File: config.mk
export PLATFORM = sky130hd
export DESIGN_NAME = icache_refill_flat
export DESIGN_NICKNAME = d
export VERILOG_FILES = /design/src/rtl/icache_refill_if.sv /design/src/rtl/icache_refill.sv /design/src/flat_wrapper.sv
export SDC_FILE = /design/constraint.sdc
export NUM_CORES = 1
export LEC_CHECK = 0
export CORE_ASPECT_RATIO = 1.25
export CORE_MARGIN = 5
export CORE_UTILIZATION = 41
export CTS_CLUSTER_SIZE = 10
export DETAILED_ROUTE_END_ITERATION = 16
export GPL_ROUTABILITY_DRIVEN = 1
export PLACE_DENSITY = 0.76
export SYNTH_ARGS = -nofsm -noshare
export SYNTH_HDL_FRONTEND = slang
export SYNTH_SLANG_ARGS = --single-unit
export TNS_END_PERCENT = 20
File: constraint.sdc
create_clock -name clk -period 1.8 [get_ports clk]
set_input_delay 0.18 -clock clk [delete_from_list [all_inputs] [get_ports clk]]
set_output_delay 0.18 -clock clk [all_outputs]
set_load 0.03 [all_outputs]
File: src/rtl/icache_refill_if.sv
// ---------------------------------------------------------------------------
// icache_refill_if
//   Bundles the refill engine's handshakes and buses: miss request in, memory
//   read request/response, and the data/tag array write port.
//   master : the refill engine (drives miss_ready, mem_req_*, mem_resp_ready,
//            laddra/dina/ena/tag_*, refill_done/refill_err)
//   slave  : the surrounding fetch unit / memory / arrays
// ---------------------------------------------------------------------------
interface icache_refill_if #(
    parameter int unsigned WNUM        = 8,
    parameter int unsigned DATA_WIDTH  = 32,
    parameter int unsigned LADDR_WIDTH = 6,
    parameter int unsigned ADDR_WIDTH  = 32
);
    localparam int unsigned OFF       = $clog2(WNUM * DATA_WIDTH / 8);
    localparam int unsigned TAG_WIDTH = ADDR_WIDTH - LADDR_WIDTH - OFF;

    logic                   miss_valid;
    logic                   miss_ready;
    logic [ADDR_WIDTH-1:0]  miss_addr;
    logic                   flush;
    logic                   mem_req_valid;
    logic                   mem_req_ready;
    logic [ADDR_WIDTH-1:0]  mem_req_addr;
    logic                   mem_resp_valid;
    logic                   mem_resp_ready;
    logic [DATA_WIDTH-1:0]  mem_resp_data;
    logic                   mem_resp_err;
    logic [LADDR_WIDTH-1:0] laddra;
    logic [DATA_WIDTH-1:0]  dina [WNUM];
    logic                   ena;
    logic                   tag_we;
    logic [TAG_WIDTH-1:0]   tag_wdata;
    logic                   refill_done;
    logic                   refill_err;

    modport master (
        input  miss_valid, miss_addr, flush, mem_req_ready,
               mem_resp_valid, mem_resp_data, mem_resp_err,
        output miss_ready, mem_req_valid, mem_req_addr, mem_resp_ready,
               laddra, dina, ena, tag_we, tag_wdata, refill_done, refill_err
    );

    modport slave (
        output miss_valid, miss_addr, flush, mem_req_ready,
               mem_resp_valid, mem_resp_data, mem_resp_err,
        input  miss_ready, mem_req_valid, mem_req_addr, mem_resp_ready,
               laddra, dina, ena, tag_we, tag_wdata, refill_done, refill_err
    );
endinterface

File: src/rtl/icache_refill.sv
// ---------------------------------------------------------------------------
// icache_refill
//   Instruction-cache refill engine. Accepts a miss, issues one line-aligned
//   memory read, gathers WNUM beats into a line buffer, then writes the whole
//   line plus tag in a single cycle. Flushed or errored refills never reach
//   the data memory.
//   clk, rst_n : clock (rising edge), asynchronous active-low reset
//   bus        : icache_refill_if.master (miss, memory request/response,
//                data/tag write port, done/error pulses)
// ---------------------------------------------------------------------------
module icache_refill #(
    parameter int unsigned WNUM        = 8,
    parameter int unsigned DATA_WIDTH  = 32,
    parameter int unsigned LADDR_WIDTH = 6,
    parameter int unsigned ADDR_WIDTH  = 32
) (
    input  logic              clk,
    input  logic              rst_n,
    icache_refill_if.master   bus
);
    localparam int unsigned OFF       = $clog2(WNUM * DATA_WIDTH / 8);
    localparam int unsigned TAG_WIDTH = ADDR_WIDTH - LADDR_WIDTH - OFF;
    localparam int unsigned CNT_W     = $clog2(WNUM);

    typedef enum logic [1:0] {IDLE, REQ, FILL, WRITE} state_t;

    state_t                 r_state;
    logic                   r_miss_ready;
    logic                   r_mem_req_valid;
    logic                   r_mem_resp_ready;
    logic [CNT_W-1:0]       r_cnt;
    logic                   r_kill;
    logic                   r_err;
    logic [DATA_WIDTH-1:0]  r_buf [WNUM];
    logic [LADDR_WIDTH-1:0] r_laddra;
    logic [TAG_WIDTH-1:0]   r_tag_wdata;
    logic                   r_ena;
    logic                   r_refill_err;

    logic w_last;
    logic w_kill_n;
    logic w_err_n;

    assign w_last   = (r_cnt == CNT_W'(WNUM - 1));
    // A flush or error arriving on the last beat still decides that beat's outcome.
    assign w_kill_n = r_kill | bus.flush;
    assign w_err_n  = r_err | bus.mem_resp_err;

    always_ff @(posedge clk or negedge rst_n) begin
        if (!rst_n) begin
            r_state          <= IDLE;
            r_miss_ready     <= 1'b0;
            r_mem_req_valid  <= 1'b0;
            r_mem_resp_ready <= 1'b0;
            r_cnt            <= '0;
            r_kill           <= 1'b0;
            r_err            <= 1'b0;
            r_laddra         <= '0;
            r_tag_wdata      <= '0;
            r_ena            <= 1'b0;
            r_refill_err     <= 1'b0;
            for (int unsigned i = 0; i < WNUM; i++) r_buf[i] <= '0;
        end else begin
            r_ena        <= 1'b0;
            r_refill_err <= 1'b0;
            unique case (r_state)
                IDLE: begin
                    r_miss_ready <= 1'b1;
                    if (bus.miss_valid && r_miss_ready) begin
                        r_tag_wdata     <= bus.miss_addr[ADDR_WIDTH-1 -: TAG_WIDTH];
                        r_laddra        <= bus.miss_addr[OFF +: LADDR_WIDTH];
                        r_miss_ready    <= 1'b0;
                        r_mem_req_valid <= 1'b1;
                        r_state         <= REQ;
                    end
                end
                REQ: begin
                    // An accepted request must have its beats drained, so a
                    // coincident flush only marks the fill as killed.
                    if (bus.mem_req_ready) begin
                        r_mem_req_valid  <= 1'b0;
                        r_mem_resp_ready <= 1'b1;
                        r_cnt            <= '0;
                        r_kill           <= bus.flush;
                        r_err            <= 1'b0;
                        r_state          <= FILL;
                    end else if (bus.flush) begin
                        r_mem_req_valid <= 1'b0;
                        r_miss_ready    <= 1'b1;
                        r_state         <= IDLE;
                    end
                end
                FILL: begin
                    r_kill <= w_kill_n;
                    if (bus.mem_resp_valid) begin
                        r_buf[r_cnt] <= bus.mem_resp_data;
                        r_cnt        <= r_cnt + CNT_W'(1);
                        r_err        <= w_err_n;
                        if (w_last) begin
                            r_mem_resp_ready <= 1'b0;
                            r_cnt            <= '0;
                            if (w_kill_n) begin
                                r_miss_ready <= 1'b1;
                                r_state      <= IDLE;
                            end else if (w_err_n) begin
                                r_refill_err <= 1'b1;
                                r_miss_ready <= 1'b1;
                                r_state      <= IDLE;
                            end else begin
                                r_ena   <= 1'b1;
                                r_state <= WRITE;
                            end
                        end
                    end
                end
                WRITE: begin
                    r_miss_ready <= 1'b1;
                    r_state      <= IDLE;
                end
                default: r_state <= IDLE;
            endcase
        end
    end

    assign bus.miss_ready     = r_miss_ready;
    assign bus.mem_req_valid  = r_mem_req_valid;
    assign bus.mem_req_addr   = {r_tag_wdata, r_laddra, {OFF{1'b0}}};
    assign bus.mem_resp_ready = r_mem_resp_ready;
    assign bus.laddra         = r_laddra;
    assign bus.tag_wdata      = r_tag_wdata;
    assign bus.ena            = r_ena;
    assign bus.tag_we         = r_ena;
    assign bus.refill_done    = r_ena;
    assign bus.refill_err     = r_refill_err;

    for (genvar g = 0; g < int'(WNUM); g++) begin : g_dina
        assign bus.dina[g] = r_buf[g];
    end
endmodule

File: src/flat_wrapper.sv
// flat-port wrapper written by rule: the top's interface ports become plain ports
module icache_refill_flat 
#(
    parameter int unsigned WNUM        = 8,
    parameter int unsigned DATA_WIDTH  = 32,
    parameter int unsigned LADDR_WIDTH = 6,
    parameter int unsigned ADDR_WIDTH  = 32
)
  (clk, rst_n, bus_miss_valid, bus_miss_addr, bus_flush, bus_mem_req_ready, bus_mem_resp_valid, bus_mem_resp_data, bus_mem_resp_err, bus_miss_ready, bus_mem_req_valid, bus_mem_req_addr, bus_mem_resp_ready, bus_laddra, bus_dina, bus_ena, bus_tag_we, bus_tag_wdata, bus_refill_done, bus_refill_err);
  icache_refill_if #(.WNUM(WNUM), .DATA_WIDTH(DATA_WIDTH), .LADDR_WIDTH(LADDR_WIDTH), .ADDR_WIDTH(ADDR_WIDTH)) bus_i ();
  input  logic clk;
  input  logic rst_n;
  input wire logic [$bits(bus_i.miss_valid)-1:0] bus_miss_valid;
  input wire logic [$bits(bus_i.miss_addr)-1:0] bus_miss_addr;
  input wire logic [$bits(bus_i.flush)-1:0] bus_flush;
  input wire logic [$bits(bus_i.mem_req_ready)-1:0] bus_mem_req_ready;
  input wire logic [$bits(bus_i.mem_resp_valid)-1:0] bus_mem_resp_valid;
  input wire logic [$bits(bus_i.mem_resp_data)-1:0] bus_mem_resp_data;
  input wire logic [$bits(bus_i.mem_resp_err)-1:0] bus_mem_resp_err;
  output wire logic [$bits(bus_i.miss_ready)-1:0] bus_miss_ready;
  output wire logic [$bits(bus_i.mem_req_valid)-1:0] bus_mem_req_valid;
  output wire logic [$bits(bus_i.mem_req_addr)-1:0] bus_mem_req_addr;
  output wire logic [$bits(bus_i.mem_resp_ready)-1:0] bus_mem_resp_ready;
  output wire logic [$bits(bus_i.laddra)-1:0] bus_laddra;
  output wire logic [$bits(bus_i.dina)-1:0] bus_dina;
  output wire logic [$bits(bus_i.ena)-1:0] bus_ena;
  output wire logic [$bits(bus_i.tag_we)-1:0] bus_tag_we;
  output wire logic [$bits(bus_i.tag_wdata)-1:0] bus_tag_wdata;
  output wire logic [$bits(bus_i.refill_done)-1:0] bus_refill_done;
  output wire logic [$bits(bus_i.refill_err)-1:0] bus_refill_err;
  assign bus_i.miss_valid = bus_miss_valid;
  assign bus_i.miss_addr = bus_miss_addr;
  assign bus_i.flush = bus_flush;
  assign bus_i.mem_req_ready = bus_mem_req_ready;
  assign bus_i.mem_resp_valid = bus_mem_resp_valid;
  assign bus_i.mem_resp_data = bus_mem_resp_data;
  assign bus_i.mem_resp_err = bus_mem_resp_err;
  assign bus_miss_ready = bus_i.miss_ready;
  assign bus_mem_req_valid = bus_i.mem_req_valid;
  assign bus_mem_req_addr = bus_i.mem_req_addr;
  assign bus_mem_resp_ready = bus_i.mem_resp_ready;
  assign bus_laddra = bus_i.laddra;
  assign bus_dina = {>>{bus_i.dina}};
  assign bus_ena = bus_i.ena;
  assign bus_tag_we = bus_i.tag_we;
  assign bus_tag_wdata = bus_i.tag_wdata;
  assign bus_refill_done = bus_i.refill_done;
  assign bus_refill_err = bus_i.refill_err;
  icache_refill #(.WNUM(WNUM), .DATA_WIDTH(DATA_WIDTH), .LADDR_WIDTH(LADDR_WIDTH), .ADDR_WIDTH(ADDR_WIDTH)) u_core (.clk(clk), .rst_n(rst_n), .bus(bus_i));
endmodule
==> key figures <==
Placement
  – Dpl cells: 1415
  – Detailed Place HPWL: 23000 um
  – PortBufs: about 380
  – GPL Wtd Cong: 0.762

Critical path
  – Crit Path Category: register to register
  – Data required, critical path: 2170 ps
  – R2R depth: 5
  – CP arrival: 2220 ps
  – Type of origin of the critical path: register
  – RR Endpoint: u_core.bus.dina[189]
  – Worst R2R Start: u_core.r_cnt[0]
  – Worst Path Max Fanout: 11
  – Register-to-register setup slack: -40 ps
  – Setup crit end kind: register
  – CP startpoint: u_core.r_cnt[0]

Run status
  – Failing checks: negative setup slack
  – Status: finished, violations left

Power and ir drop
  – P per Cell Area: a little under 2000 nW/um^2
  – Leak: 8.04 nW
  – Pwr Total: between 30 and 40 mW
  – Maximum vdd ir drop: 0.00140 V

STA
  – Period Utilization, post-route: 1.02
  – Clk_skew: about 15 ps
  – Slew Viols, Final: 0
  – Tightest Pin Transition: 513 ps
  – Minimum clock period: 1840 ps
  – Final setup vio count: 42
  – Final worst setup slack: -44.0 ps
  – Hold Fails Final Rpt: 0
  – RSZ-0062 raised after global routing: yes
  – Worst slew margin: 0.658
  – Max Clock Freq: ~540 MHz

Finish
  – Layout fillers: 2041
  – Final #Nets: 1186
  – Antenna cells: 0
  – Layout cell share with drive strength beyond 1: 0.337
  – Final std cells w/o fill: 1466
  – Area growth, synth to finish: 50.1%

Logic synthesis
  – Seq/Total Area, Yosys: 0.642
  – Number of library cell types mapped by synthesis: 36
  – Avg Synthesized Cell Area: 16.3 sq um
  – Cells after Synth: 704
  – Seq cells post-synth: 295
  – Ys Warns: 0
  – Syn Std Cell Area: 11500 sq um

Routing
  – Iter 0 DRT Violations: 244
  – Via Count: 7391
  – Number of nets with antenna violations after routing: 0
  – Routed WL per cell: 22.6 um
  – Routed wire length: 33100 um
  – Via-to-Cell Ratio: between 5 and 6
  – Drt first pass iters: 4
  – Drt drc: 0

Clock tree
  – Total CTS buffers: 35
  – TritonCTS clock tree: yes
  – Root buffer cell: clkbuf_16
  – CTS Sinks: 295
  – Longest Clk Path Bufs: 3
  – Max H-tree Level: 2
  – Worst skew pair latency: 500 ps
  – Clock transition at the registers of the reported paths: 50 ps

Global route
  – Layer with the highest usage: met2
  – Grt met2 use: 0.360
  – Grt total ovfl: 0
  – Met1 Usage GRT: 0.231
  – Antenna violations before repair: 0
  – First-pass GRT wire length: 49300 um
  – Vias in the first global route: 8112
  – Global Route met3 Usage: 0.0482
  – Pin count of the biggest net entering global routing: 67
  – Total GRT Usage: 0.199

Die
  – Die width: 160 um
  – Starting density of the core: 0.416
  – Full die area: 31500 sq um
  – Die span in y: 197 um
  – IO Pins: 393
  – Core box area: 27700 sq um
  – Rows: 68

Flow run
  – Max-cap viol count: 0

Worst hold path
  – Hold WC Path Type: input pin to asynchronous set/reset pin
==> per-stage QoR <==
step	setup slack, ps	hold WS, ps	cell area [sq um]	util	setup TNS, ps
finish	-44.0	209	17300	0.624	-582
global route	-82.4	256	17300	0.624	-4410
CTS	4.91	232	16800	0.608	0
detailed placement	-119	158	15900	0.574	-13640
global placement	-67.3	150	15900	0.574	-4760
floorplan	72.6	-116	11500	-	0
==> cell usage after synthesis (all sizes together) <==
library cell | n | area [sq um]
dfrtp | 295 | 7380
mux2 | 283 | 3300
buf | 61 | 414
nor2 | 10 | 42.5
a21oi | 8 | 40.0
nand2 | 5 | 18.8
clkbuf | 3 | 11.3
ha | 3 | 37.5
nand2b | 3 | 18.8
nand3b | 3 | 22.5
nor2b | 3 | 18.8
nor3 | 3 | 20.0
o21ai | 3 | 15.0
o22ai | 3 | 18.8
inv | 2 | 7.51
nand3 | 2 | 10.0
o21a | 2 | 15.0
a221o | 1 | 10.0
a2bb2oi | 1 | 8.76
a31o | 1 | 8.76
conb | 1 | 3.75
nor3b | 1 | 7.51
nor4 | 1 | 6.26
nor4bb | 1 | 10.0
o211ai | 1 | 7.51
o22a | 1 | 8.76
or2 | 1 | 6.26
or3b | 1 | 11.3
or4b | 1 | 10.0
==> repair_timing <==
item,4_1_cts,5_1_grt
hold buffers,1,0
endpoints found under the setup margin,2,95
pin swaps,0,3
cloned,0,5
resized for setup,2,79
buffers inserted,0,4
hold endpoints to repair,51,0
==> metal layers <==
layer	routed length, um	share of wire	vias up
li1	-	-	3244
met4	1140	0.035	0
met5	0	0	-
met3	2090	0.063	67
met1	12400	0.38	3811
met2	17400	0.53	269
==> logic make-up (layout without fill, tap and decap cells) <==
| family | after synthesis | after routing | share of synthesized area |
|---|---|---|---|
| adders and majority gates | 3 | 3 | 0.00327 |
| and+or+nand+nor | 35 | 35 | 0.0176 |
| DFF | 295 | 295 | 0.642 |
| AOI/OAI and AO/OA | 21 | 21 | 0.0115 |
| buffers and inverters | 66 | 474 | 0.0377 |
| muxes | 283 | 283 | 0.287 |
| other | 1 | 5 | 0.000326 |
==> power by group <==
part           leakage [nW]  internal (mW)  switching, mW
Clock                 0.460           3.54           2.50
Sequential             3.87           9.20           1.48
Combinational          3.71           7.70           8.92
==> flip-flops by register name, summed over array words and instances, names as in the netlist <==
name / cells
u_core.bus.dina: 256
u_core.bus.tag_wdata: 21
u_core.bus.laddra: 6
u_core.r_cnt: 3
u_core.r_state: 2
u_core.bus.ena: 1
u_core.bus.mem_req_valid: 1
u_core.bus.mem_resp_ready: 1
u_core.bus.miss_ready: 1
u_core.bus.refill_err: 1
u_core.r_err: 1
u_core.r_kill: 1
==> cells in the final DEF (no fill, tap or decap), drive strengths merged <==
cell type      netlist  layout
clkdlybuf4s50        0     366
dfrtp              295     295
mux2               283     283
buf                 61      46
clkbuf               3      41
dlymetal6s2s         0      13
nor2                10      10
a21oi                8       8
nand2                5       5
conb                 1       5
inv                  2       5
nand3b               3       3
nor2b                3       3
o21ai                3       3
o22ai                3       3
ha                   3       3
nand2b               3       3
nor3                 3       3
o21a                 2       2
dlygate4sd2          0       2
nand3                2       2
or4b                 1       1
or3b                 1       1
nor3b                1       1
o211ai               1       1
nor4                 1       1
a2bb2oi              1       1
nor4bb               1       1
a31o                 1       1
or2                  1       1
a221o                1       1
o22a                 1       1
dlygate4sd3          0       1
==> layout make-up <==
class                           instances  area (sq um)  share of cell area
Multi-Input combinational cell        347          3940               0.228
Inverter                                2          7.51            0.000435
Clock inverter                          3          26.3             0.00152
Timing Repair Buffer                  431          4550               0.264
Tap cell                              350           438              0.0254
Sequential cell                       295          7380               0.428
Clock buffer                           38           907              0.0526
==> critical path, cell delays in order (launching register included) <==
cell and delay [ps]:
dfrtp_1 380, or3b_4 440, nor3_4 250, buf_6 150, buf_12 140, mux2_2 350
==> worst max-delay path by stage <==
stage | endpoint | cells after the start | slack (ps)
2_1_floorplan | u_core.bus.dina[161] | 4 | 70
3_3_place_gp | u_core.bus.dina[59] | 5 | -70
3_5_place_dp | u_core.bus.dina[53] | 5 | -120
4_1_cts | u_core.bus.dina[168] | 4 | 5
5_1_grt | u_core.bus.dina[183] | 5 | -80
6_report | u_core.bus.dina[189] | 5 | -40
Note: power is estimated with default switching activity, not from simulation.
